### src/rtl/shift_add_mult_ctrl_pkg.sv
// Shared definitions for the sequential shift-add multiplier: state encoding,
// default parameters and the carry recovery helper.
package shift_add_mult_ctrl_pkg;

  localparam int WIDTH_DEF  = 32;
  localparam int SETTLE_DEF = 2;

  typedef enum logic [2:0] {
    ST_IDLE  = 3'd0,
    ST_LOAD  = 3'd1,
    ST_ADD   = 3'd2,
    ST_SHIFT = 3'd3,
    ST_DONE  = 3'd4
  } state_e;

  // The shared adder has no carry-out, so rebuild it from the operand and sum MSBs.
  function automatic logic derive_carry(input logic a_msb, input logic b_msb, input logic s_msb);
    return (a_msb & b_msb) | ((a_msb | b_msb) & ~s_msb);
  endfunction

endpackage

### src/rtl/shift_add_mult_ctrl_adder.sv
// 32-bit ripple-carry adder, purely combinational, carry-out discarded.
// Settling time is covered by the controller's settle counter.
module adder32x32 (
  input  logic [31:0] a,
  input  logic [31:0] b,
  output logic [31:0] sum
);

  logic [31:0] carry;

  assign carry[0] = 1'b0;

  for (genvar i = 0; i < 32; i++) begin : g_bit
    assign sum[i] = a[i] ^ b[i] ^ carry[i];
    if (i < 31) begin : g_c
      assign carry[i+1] = (a[i] & b[i]) | (carry[i] & (a[i] ^ b[i]));
    end
  end

endmodule

### src/rtl/shift_add_mult_ctrl.sv
// Sequential 32x32 unsigned multiplier: one add/shift step per iteration, each
// add given SETTLE_CYCLES clocks for the shared ripple adder to settle.
module shift_add_mult_ctrl
  import shift_add_mult_ctrl_pkg::*;
#(
  parameter int WIDTH         = WIDTH_DEF,
  parameter int SETTLE_CYCLES = SETTLE_DEF
) (
  input  logic                 clk,
  input  logic                 rst_n,
  input  logic                 start,
  input  logic [WIDTH-1:0]     multiplicand,
  input  logic [WIDTH-1:0]     multiplier,
  output logic                 busy,
  output logic                 done,
  output logic [2*WIDTH-1:0]   product
);

  localparam logic [3:0] SETTLE_LAST = 4'(SETTLE_CYCLES - 1);
  localparam logic [4:0] ITER_LAST   = 5'd31;

  state_e               state_q, state_d;
  logic [WIDTH-1:0]     mcand_q, mcand_d;
  logic [WIDTH-1:0]     acc_hi_q, acc_hi_d;
  logic [WIDTH-1:0]     acc_lo_q, acc_lo_d;
  logic [4:0]           iter_q, iter_d;
  logic [3:0]           settle_q, settle_d;
  logic [2*WIDTH-1:0]   product_q, product_d;

  logic [WIDTH-1:0]     addend;
  logic [WIDTH-1:0]     sum;
  logic                 carry;
  logic [2*WIDTH-1:0]   shifted;

  // Adder sees registers only, so its output is stable for the whole ADD window.
  assign addend = acc_lo_q[0] ? mcand_q : '0;

  adder32x32 u_adder (
    .a   (acc_hi_q),
    .b   (addend),
    .sum (sum)
  );

  assign carry   = derive_carry(acc_hi_q[WIDTH-1], addend[WIDTH-1], sum[WIDTH-1]);
  assign shifted = {carry, sum, acc_lo_q[WIDTH-1:1]};

  always_comb begin
    state_d   = state_q;
    mcand_d   = mcand_q;
    acc_hi_d  = acc_hi_q;
    acc_lo_d  = acc_lo_q;
    iter_d    = iter_q;
    settle_d  = settle_q;
    product_d = product_q;
    case (state_q)
      ST_IDLE: begin
        if (start) begin
          mcand_d  = multiplicand;
          acc_hi_d = '0;
          acc_lo_d = multiplier;
          iter_d   = '0;
          state_d  = ST_LOAD;
        end
      end
      ST_LOAD: begin
        settle_d = '0;
        state_d  = ST_ADD;
      end
      ST_ADD: begin
        if (settle_q == SETTLE_LAST) state_d = ST_SHIFT;
        else                         settle_d = settle_q + 4'd1;
      end
      ST_SHIFT: begin
        {acc_hi_d, acc_lo_d} = shifted;
        iter_d = iter_q + 5'd1;
        if (iter_q == ITER_LAST) begin
          // Latch the result here so it survives the next accept overwriting acc_lo.
          product_d = shifted;
          state_d   = ST_DONE;
        end else begin
          settle_d = '0;
          state_d  = ST_ADD;
        end
      end
      ST_DONE: state_d = ST_IDLE;
      default: state_d = ST_IDLE;
    endcase
  end

  always_ff @(posedge clk or negedge rst_n) begin
    if (!rst_n) begin
      state_q   <= ST_IDLE;
      mcand_q   <= '0;
      acc_hi_q  <= '0;
      acc_lo_q  <= '0;
      iter_q    <= '0;
      settle_q  <= '0;
      product_q <= '0;
    end else begin
      state_q   <= state_d;
      mcand_q   <= mcand_d;
      acc_hi_q  <= acc_hi_d;
      acc_lo_q  <= acc_lo_d;
      iter_q    <= iter_d;
      settle_q  <= settle_d;
      product_q <= product_d;
    end
  end

  assign busy    = (state_q != ST_IDLE);
  assign done    = (state_q == ST_DONE);
  assign product = product_q;

endmodule

### config.mk
export PLATFORM = sky130hd
export DESIGN_NAME = shift_add_mult_ctrl
export DESIGN_NICKNAME = d
export VERILOG_FILES = /design/src/rtl/shift_add_mult_ctrl_pkg.sv /design/src/rtl/shift_add_mult_ctrl_adder.sv /design/src/rtl/shift_add_mult_ctrl.sv
export SDC_FILE = /design/constraint.sdc
export NUM_CORES = 1
export LEC_CHECK = 0
export CORE_MARGIN = 4
export CORE_UTILIZATION = 30
export DETAILED_ROUTE_END_ITERATION = 6
export REMOVE_ABC_BUFFERS = 1
export SLEW_MARGIN = 20
export SYNTH_ARGS = -nofsm -noshare
export SYNTH_HDL_FRONTEND = slang
export SYNTH_HIERARCHICAL = 1
export SYNTH_SLANG_ARGS = --single-unit
### constraint.sdc
create_clock -name clk -period 19.65 [get_ports clk]
set_input_delay 3.93 -clock clk [delete_from_list [all_inputs] [get_ports clk]]
set_output_delay 3.93 -clock clk [all_outputs]
set_load 0.02 [all_outputs]
---- After elaboration in Yosys (flattened, before gate mapping) ----
Index checks and enable logic that the tools add are counted.
word-level totals
  bits in registers ....................... 172
  bits in latches ......................... 0
  memory bits (writable) .................. 0
  memory bits (read-only) ................. 0
  input port bits ......................... 67
  output and inout port bits .............. 66
  word-level logic and storage cells ...... 201
  memories ................................ 0
operators by class
  add/sub/neg operators ................... 2
  multipliers ............................. 0
  divide/modulo/power cells ............... 0
  $lt $le $gt $ge ......................... 0
  equality and inequality tests ........... 10
  shift-type cells ........................ 0
  multiplexer cells ....................... 14
  bitwise gates (word level) .............. 159
  reduce and logical (&&, ||, !) cells .... 9
operators by type and width
  cell                                                             number
  32-bit case mux with 2 select lines                              2
  32-bit two-way mux                                               3
  1-bit bitwise AND                                                63
  1-bit bitwise XOR                                                63
  1-bit bitwise OR                                                 32
  3-bit case mux with 4 select lines                               1
  4-bit case mux with 3 select lines                               1
  5-bit case mux with 2 select lines                               1
  3-bit two-way mux                                                3
  4-bit two-way mux                                                2
  2-bit != test, second input constant                             4
  2-bit AND reduction                                              4
  3-bit by 2-bit == test with 1-bit output, second input constant  2
  3-bit nonzero test                                               2
  5-bit by 1-bit adder with 5-bit output, second input constant    1
  5-bit == test, second input constant                             1
  5-bit two-way mux                                                1
  4-bit by 1-bit adder with 4-bit output, second input constant    1
  4-bit by 1-bit == test with 1-bit output, second input constant  1
  3-bit by 1-bit == test with 1-bit output, second input constant  1
  3-bit == test, second input constant                             1
  3-bit logical NOT                                                1
  3-bit AND reduction                                              1
  2-bit nonzero test                                               1
  1-bit NOT                                                        1

---- Logic depth before layout (Yosys ltp) ----
  depth in word-level cells ............... 67
  mapped depth ............................ 38
  mapped depth without buffers ............ 38

---- By module ----
Netlist, hierarchy kept.
by module, submodules not included
  module               instances  cells an instance  area each (um^2)  sequential area each (um^2)
  shift_add_mult_ctrl  1          509                6921.6            4304.1
  adder32x32           1          37                 655.6             0.0

---- Worst setup path after synthesis ----
Ideal clock, no wire load.
  path type ............................... reg-to-reg
  start point ............................. register acc_lo_q[0]
  end point ............................... register product_q[63], in the netlist product[63]
  library setup time ...................... 129 ps
  arrival ................................. 12593 ps
  required time ........................... 19521 ps
  path slack .............................. 6927 ps
  stages on the path, launching flop included .. 39
  buffers on the path ..................... 1
  clock period less this slack ............ 12723 ps
  cell sequence ........................... dfrtp_1 clkbuf_1 and2_1 fa_1 fa_1 fa_1 fa_1 fa_1 fa_1 fa_1 fa_1 fa_1 fa_1 fa_1 fa_1 fa_1 fa_1 fa_1 [3 not listed] fa_1 fa_1 fa_1 fa_1 fa_1 fa_1 fa_1 fa_1 fa_1 fa_1 fa_1 fa_1 fa_1 fa_1 xor3_1 nor2_1 a21oi_1 o21ai_0
on the way
  word-level cells in the longest chain between the ends .. 66
  elaborated cells on any way between the ends .. 129
  classes of those cells .................. mux (1); bitwise (128)
ends and longest elaborated chain
  element                 RTL line                         source
  from (decl)             shift_add_mult_ctrl.sv:25        logic [WIDTH-1:0] acc_lo_q, acc_lo_d;
  from (signal assigned)  shift_add_mult_ctrl.sv:103       acc_lo_q <= acc_lo_d;
  32-bit two-way mux (*)  shift_add_mult_ctrl.sv:36        assign addend = acc_lo_q[0] ? mcand_q : '0;
  named net addend[1]     shift_add_mult_ctrl.sv:30        logic [WIDTH-1:0] addend;
  1-bit bitwise XOR       shift_add_mult_ctrl_adder.sv:16  assign carry[i+1] = (a[i] & b[i]) | (carry[i] & (a[i] ^ b[i]));
  1-bit bitwise AND       shift_add_mult_ctrl_adder.sv:16
  1-bit bitwise OR (*)    shift_add_mult_ctrl_adder.sv:16
  1-bit bitwise AND (*)   shift_add_mult_ctrl_adder.sv:16
  1-bit bitwise OR (*)    shift_add_mult_ctrl_adder.sv:16
  1-bit bitwise AND (*)   shift_add_mult_ctrl_adder.sv:16
  [52 not listed]         --
  1-bit bitwise OR (*)    shift_add_mult_ctrl_adder.sv:16
  1-bit bitwise AND (*)   shift_add_mult_ctrl_adder.sv:16
  1-bit bitwise OR (*)    shift_add_mult_ctrl_adder.sv:16
  1-bit bitwise XOR (*)   shift_add_mult_ctrl_adder.sv:14  assign sum[i] = a[i] ^ b[i] ^ carry[i];
  named net sum[31]       shift_add_mult_ctrl.sv:31        logic [WIDTH-1:0] sum;
  1-bit NOT (*)           shift_add_mult_ctrl_pkg.sv:18    return (a_msb & b_msb) | ((a_msb | b_msb) & ~s_msb);
  1-bit bitwise AND (*)   shift_add_mult_ctrl_pkg.sv:18
  1-bit bitwise OR (*)    shift_add_mult_ctrl_pkg.sv:18
  to (signal assigned)    shift_add_mult_ctrl.sv:106       product_q <= product_d;
  to (decl)               shift_add_mult_ctrl.sv:28        logic [2*WIDTH-1:0] product_q, product_d;
The timed path passes the listed nets; every way through them passes the cells marked *.
A chain may end at the register's enable or synchronous reset.

---- Worst setup path after layout ----
  start point ............................. register acc_lo_q[0]
  end point ............................... register product_q[63], in the netlist product[63]
on the way
  word-level cells in the longest chain between the ends .. 66
  elaborated cells on any way between the ends .. 129
  classes of those cells .................. mux (1); bitwise (128)
ends and longest elaborated chain
  element                         RTL line
  32-bit two-way mux              shift_add_mult_ctrl.sv:36
  named net addend[0]             shift_add_mult_ctrl.sv:30
  1-bit bitwise AND (2 in a row)  shift_add_mult_ctrl_adder.sv:16
  1-bit bitwise OR                shift_add_mult_ctrl_adder.sv:16
  1-bit bitwise AND               shift_add_mult_ctrl_adder.sv:16
  1-bit bitwise OR                shift_add_mult_ctrl_adder.sv:16
  1-bit bitwise AND               shift_add_mult_ctrl_adder.sv:16
  1-bit bitwise OR                shift_add_mult_ctrl_adder.sv:16
  [51 not listed]                 --
  1-bit bitwise OR                shift_add_mult_ctrl_adder.sv:16
  1-bit bitwise AND               shift_add_mult_ctrl_adder.sv:16
  1-bit bitwise OR                shift_add_mult_ctrl_adder.sv:16
  1-bit bitwise XOR               shift_add_mult_ctrl_adder.sv:14
  named net sum[31]               shift_add_mult_ctrl.sv:31
  1-bit NOT                       shift_add_mult_ctrl_pkg.sv:18
  1-bit bitwise AND               shift_add_mult_ctrl_pkg.sv:18
  1-bit bitwise OR                shift_add_mult_ctrl_pkg.sv:18
The timed path passes the listed nets, and every way through them passes these cells.

==> out/metrics.cfg <==
[logic_synthesis]
yosysTopAreaCellShare_pct = 56.8
synth_top_area_cell = dfrtp_1
syn_inst = 546
yosysWarnings = 6
netlist_area_mm2 = 0.00758
avgSynthCellArea_um2 = 13.9
yosysUniqueCellTypes = 35
synth_top_cells_by_area = dfrtp_1 57%, mux2_2 14%, fa_1 7.9%, mux2i_1 4.2%, a22o_1 3.9%
ys_seq_area_share_pct = 56.8
yosys_register_bits = 172

[pwr]
switching_share_pct = 27.2
p_sw_uw = 264
clkPwrFrac_pct = 36.2
peakVddDrop_mv = 0.0479
combPwrFrac_pct = 18.0
power_frac_seq_pct = 45.9
finalPower_uw = 972
p_int_uw = 708
power_density_mw_per_mm2 = 98.8
leakage_uw = 0.00437

[global_route]
grt_max_degree = 101
grtUsageTotal_pct = 12.1
grt_pass1_wl_um = 27400
antenna_found_initial = 0
grt_pass1_vias = 5002
overflow = 0

[cells_and_area]
num-nets-final = 773
drive_gt1_share_pct = 19.9
area_growth_pct = 29.9
fill_cells = 2352
num_antenna_cells = 0

[setup_path]
worstPathRequired_ps = 19910
cp-end-kind = flip-flop
timing.critical_path.mode_cell = fa_1
worstSetupPathType = reg2reg
cp_num_buf_inv = 3
startpoint = acc_lo_q[0]$_DFFE_PN0P_
slowest_stage = xor3_1
crit_fanout = 34
cp_top_family = adder cells
cp_data_arrival_time_ps = 13750
slowest_delay_ps = 430
worstSetupStartpointType = flip-flop
r2r-start = acc_lo_q[0]$_DFFE_PN0P_

[timing]
finClkSkew_ps = 12.7
setup_viol = 0
rsz0062_at_grt = no
period_minus_slack_ps = 13490
fmax_mhz = 74.1
setup_tns_ps = 0
hold_violations = 0
tightest_slew_ps = 998
final_max_slew_viol_count = 0
whs_ps = 502
max-slew-margin-rel_pct = 33.5
fin_crit_sh_pct = 68.6

[route]
detail_route.vias_per_cell = 4.57
wire_per_inst_um = 16.1
ant_nets = 0
drt-initial-drc-count = 258
dr.pass1.iters = 4
drt-total-wl_um = 16200
vias = 4604
drc = 0

[clock_tree]
ctsResizeCount = 0
clk_latency_ps = 420
numClockSinks = 172
post_cts_buffers = 0
clkTransAtPathRegs_ps = 70
cts_hold_buf = 0
clockBufferDepth = 2
numCtsBuffers = 17
cts_tree = done
ctsHtreeMaxLevel = 4
cts-root-buf = clkbuf_16

[floorplanning]
core_mm2 = 0.0246
dieArea_mm2 = 0.0279
pin_count = 133
die_w_um = 167
start_util_pct = 30.8
die_h_um = 167
rows = 57

[place]
hpwl_um = 10400
port_buffers = 132
place.gp.congestion = 0.710

[min_path]
min_path_type = reg2reg
min_from = mcand_q[23]$_DFFE_PN0P_

[outcome]
outcome = finished, final reports clean

[flow_run]
cap_violations = 0

-- worst paths after layout --
path                                             to  slack (ps)  cells past startpoint
setup / recovery            product[63]$_DFFE_PN0N_        6160                     39
hold / removal              mcand_q[23]$_DFFE_PN0P_         500                      1
setup reg to reg            product[63]$_DFFE_PN0N_        6160                     39
hold reg to reg             mcand_q[23]$_DFFE_PN0P_         500                      1
max in group asynchronous   acc_lo_q[4]$_DFFE_PN0P_       14530                      2
min in group asynchronous  acc_hi_q[17]$_DFFE_PN0P_        3630                      1
-- state kept, by name (all words and copies together), names as in the netlist --
| register | cells |
|---|---|
| acc_hi_q | 32 |
| acc_lo_q | 32 |
| product | 64 |
| settle_q | 4 |
| state_q | 3 |
| mcand_q | 32 |
| iter_q | 5 |
-- kinds of logic (layout without fill, tap and decap cells) --
| family | count (synthesis) | in the layout | synth area share, % |
|---|---|---|---|
| AO/OA/AOI/OAI | 82 | 82 | 7.22 |
| multiplexers | 127 | 127 | 18.3 |
| adder cells (fa/ha/maj) | 35 | 35 | 8.75 |
| XOR/XNOR | 3 | 3 | 0.545 |
| flip-flops | 172 | 172 | 56.8 |
| AND/OR/NAND/NOR | 87 | 87 | 6.04 |
| buffers and inverters | 40 | 178 | 2.30 |
-- power by group through the flow --
stage / sequential (µW) / clock, µW / combinational [µW]
floorplan: 444 / 0 / 120
global placement: 454 / 0 / 174
detailed placement: 453 / 0 / 175
CTS: 447 / 363 / 178
global route: 456 / 379 / 202
finish: 446 / 352 / 175
-- layer usage --
layer / GRT usage [%] / share of wire (%)
met1: 17.3 / 49
met2: 18.5 / 46
met3: 3.13 / 4.0
met4: 3.13 / 0.94
met5: 0 / 0
-- final cells by class --
type                       count  area [µm²]  area share (%)
sequential                   172        4300            43.7
multi-input combinational    334        3130            31.8
timing repair buffer         137        1360            13.8
clock buffer                  20         447            4.54
tap                          324         405            4.12
clock inverter                12         163            1.65
inverter                       9        33.8           0.343
-- cells in the final DEF, fill, tap and decap left out, types with 5 or more instances in the layout --
cell type / n
a22o_1: 34
nand2_1: 37
clkbuf_16: 17
mux2_2: 95
fa_1: 30
o21ai_1: 6
clkdlybuf4s50_1: 131
dfrtp_1: 172
inv_1: 9
mux2i_1: 32
o21ai_0: 33
and2_1: 32
buf_4: 5
ha_1: 5
-- stage by stage --
stage	std cells	utilization, %	setup slack, ps	cell area [µm²]
6_report	1008	40.0	6160	9840
3_5_place_dp	976	37.5	6170	9230
4_1_cts	1008	40.0	6120	9840
2_1_floorplan	515	-	6660	7440
5_1_grt	1008	40.0	5640	9840
3_3_place_gp	976	37.5	6300	9230
-- worst register-to-register path, delay by kind of cell, from the launching register on --
kind | cells | cell delay (ps)
AOI/OAI and AO/OA | 2 | 240
xor gates and xnor gates | 1 | 430
adders and majority gates | 31 | 11710
buffers and inverters | 3 | 340
DFF | 1 | 360
and+or+nand+nor | 2 | 240
-- Yosys cell counts --
master / n
nand2b_1: 1
dfrtp_1: 172
or3b_1: 1
nand3b_1: 1
nand3_1: 2
nand2_1: 38
a21o_1: 1
a31oi_1: 2
mux2i_1: 32
a21oi_1: 4
o21ai_1: 6
clkbuf_1: 13
o21ai_0: 33
xor3_1: 1
buf_1: 1
fa_1: 30
and3_1: 1
inv_1: 9
a22o_1: 34
nor2_1: 5
or4b_4: 1
or3_1: 1
o21bai_1: 1
and3b_1: 1
o22ai_1: 1
and2_1: 32
buf_4: 1
nor4b_2: 1
nor2b_1: 1
buf_2: 16
ha_1: 5
nor3b_1: 1
mux2_2: 95
xnor2_1: 1
xor2_1: 1
No activity file was read; power rests on OpenSTA's default activity.
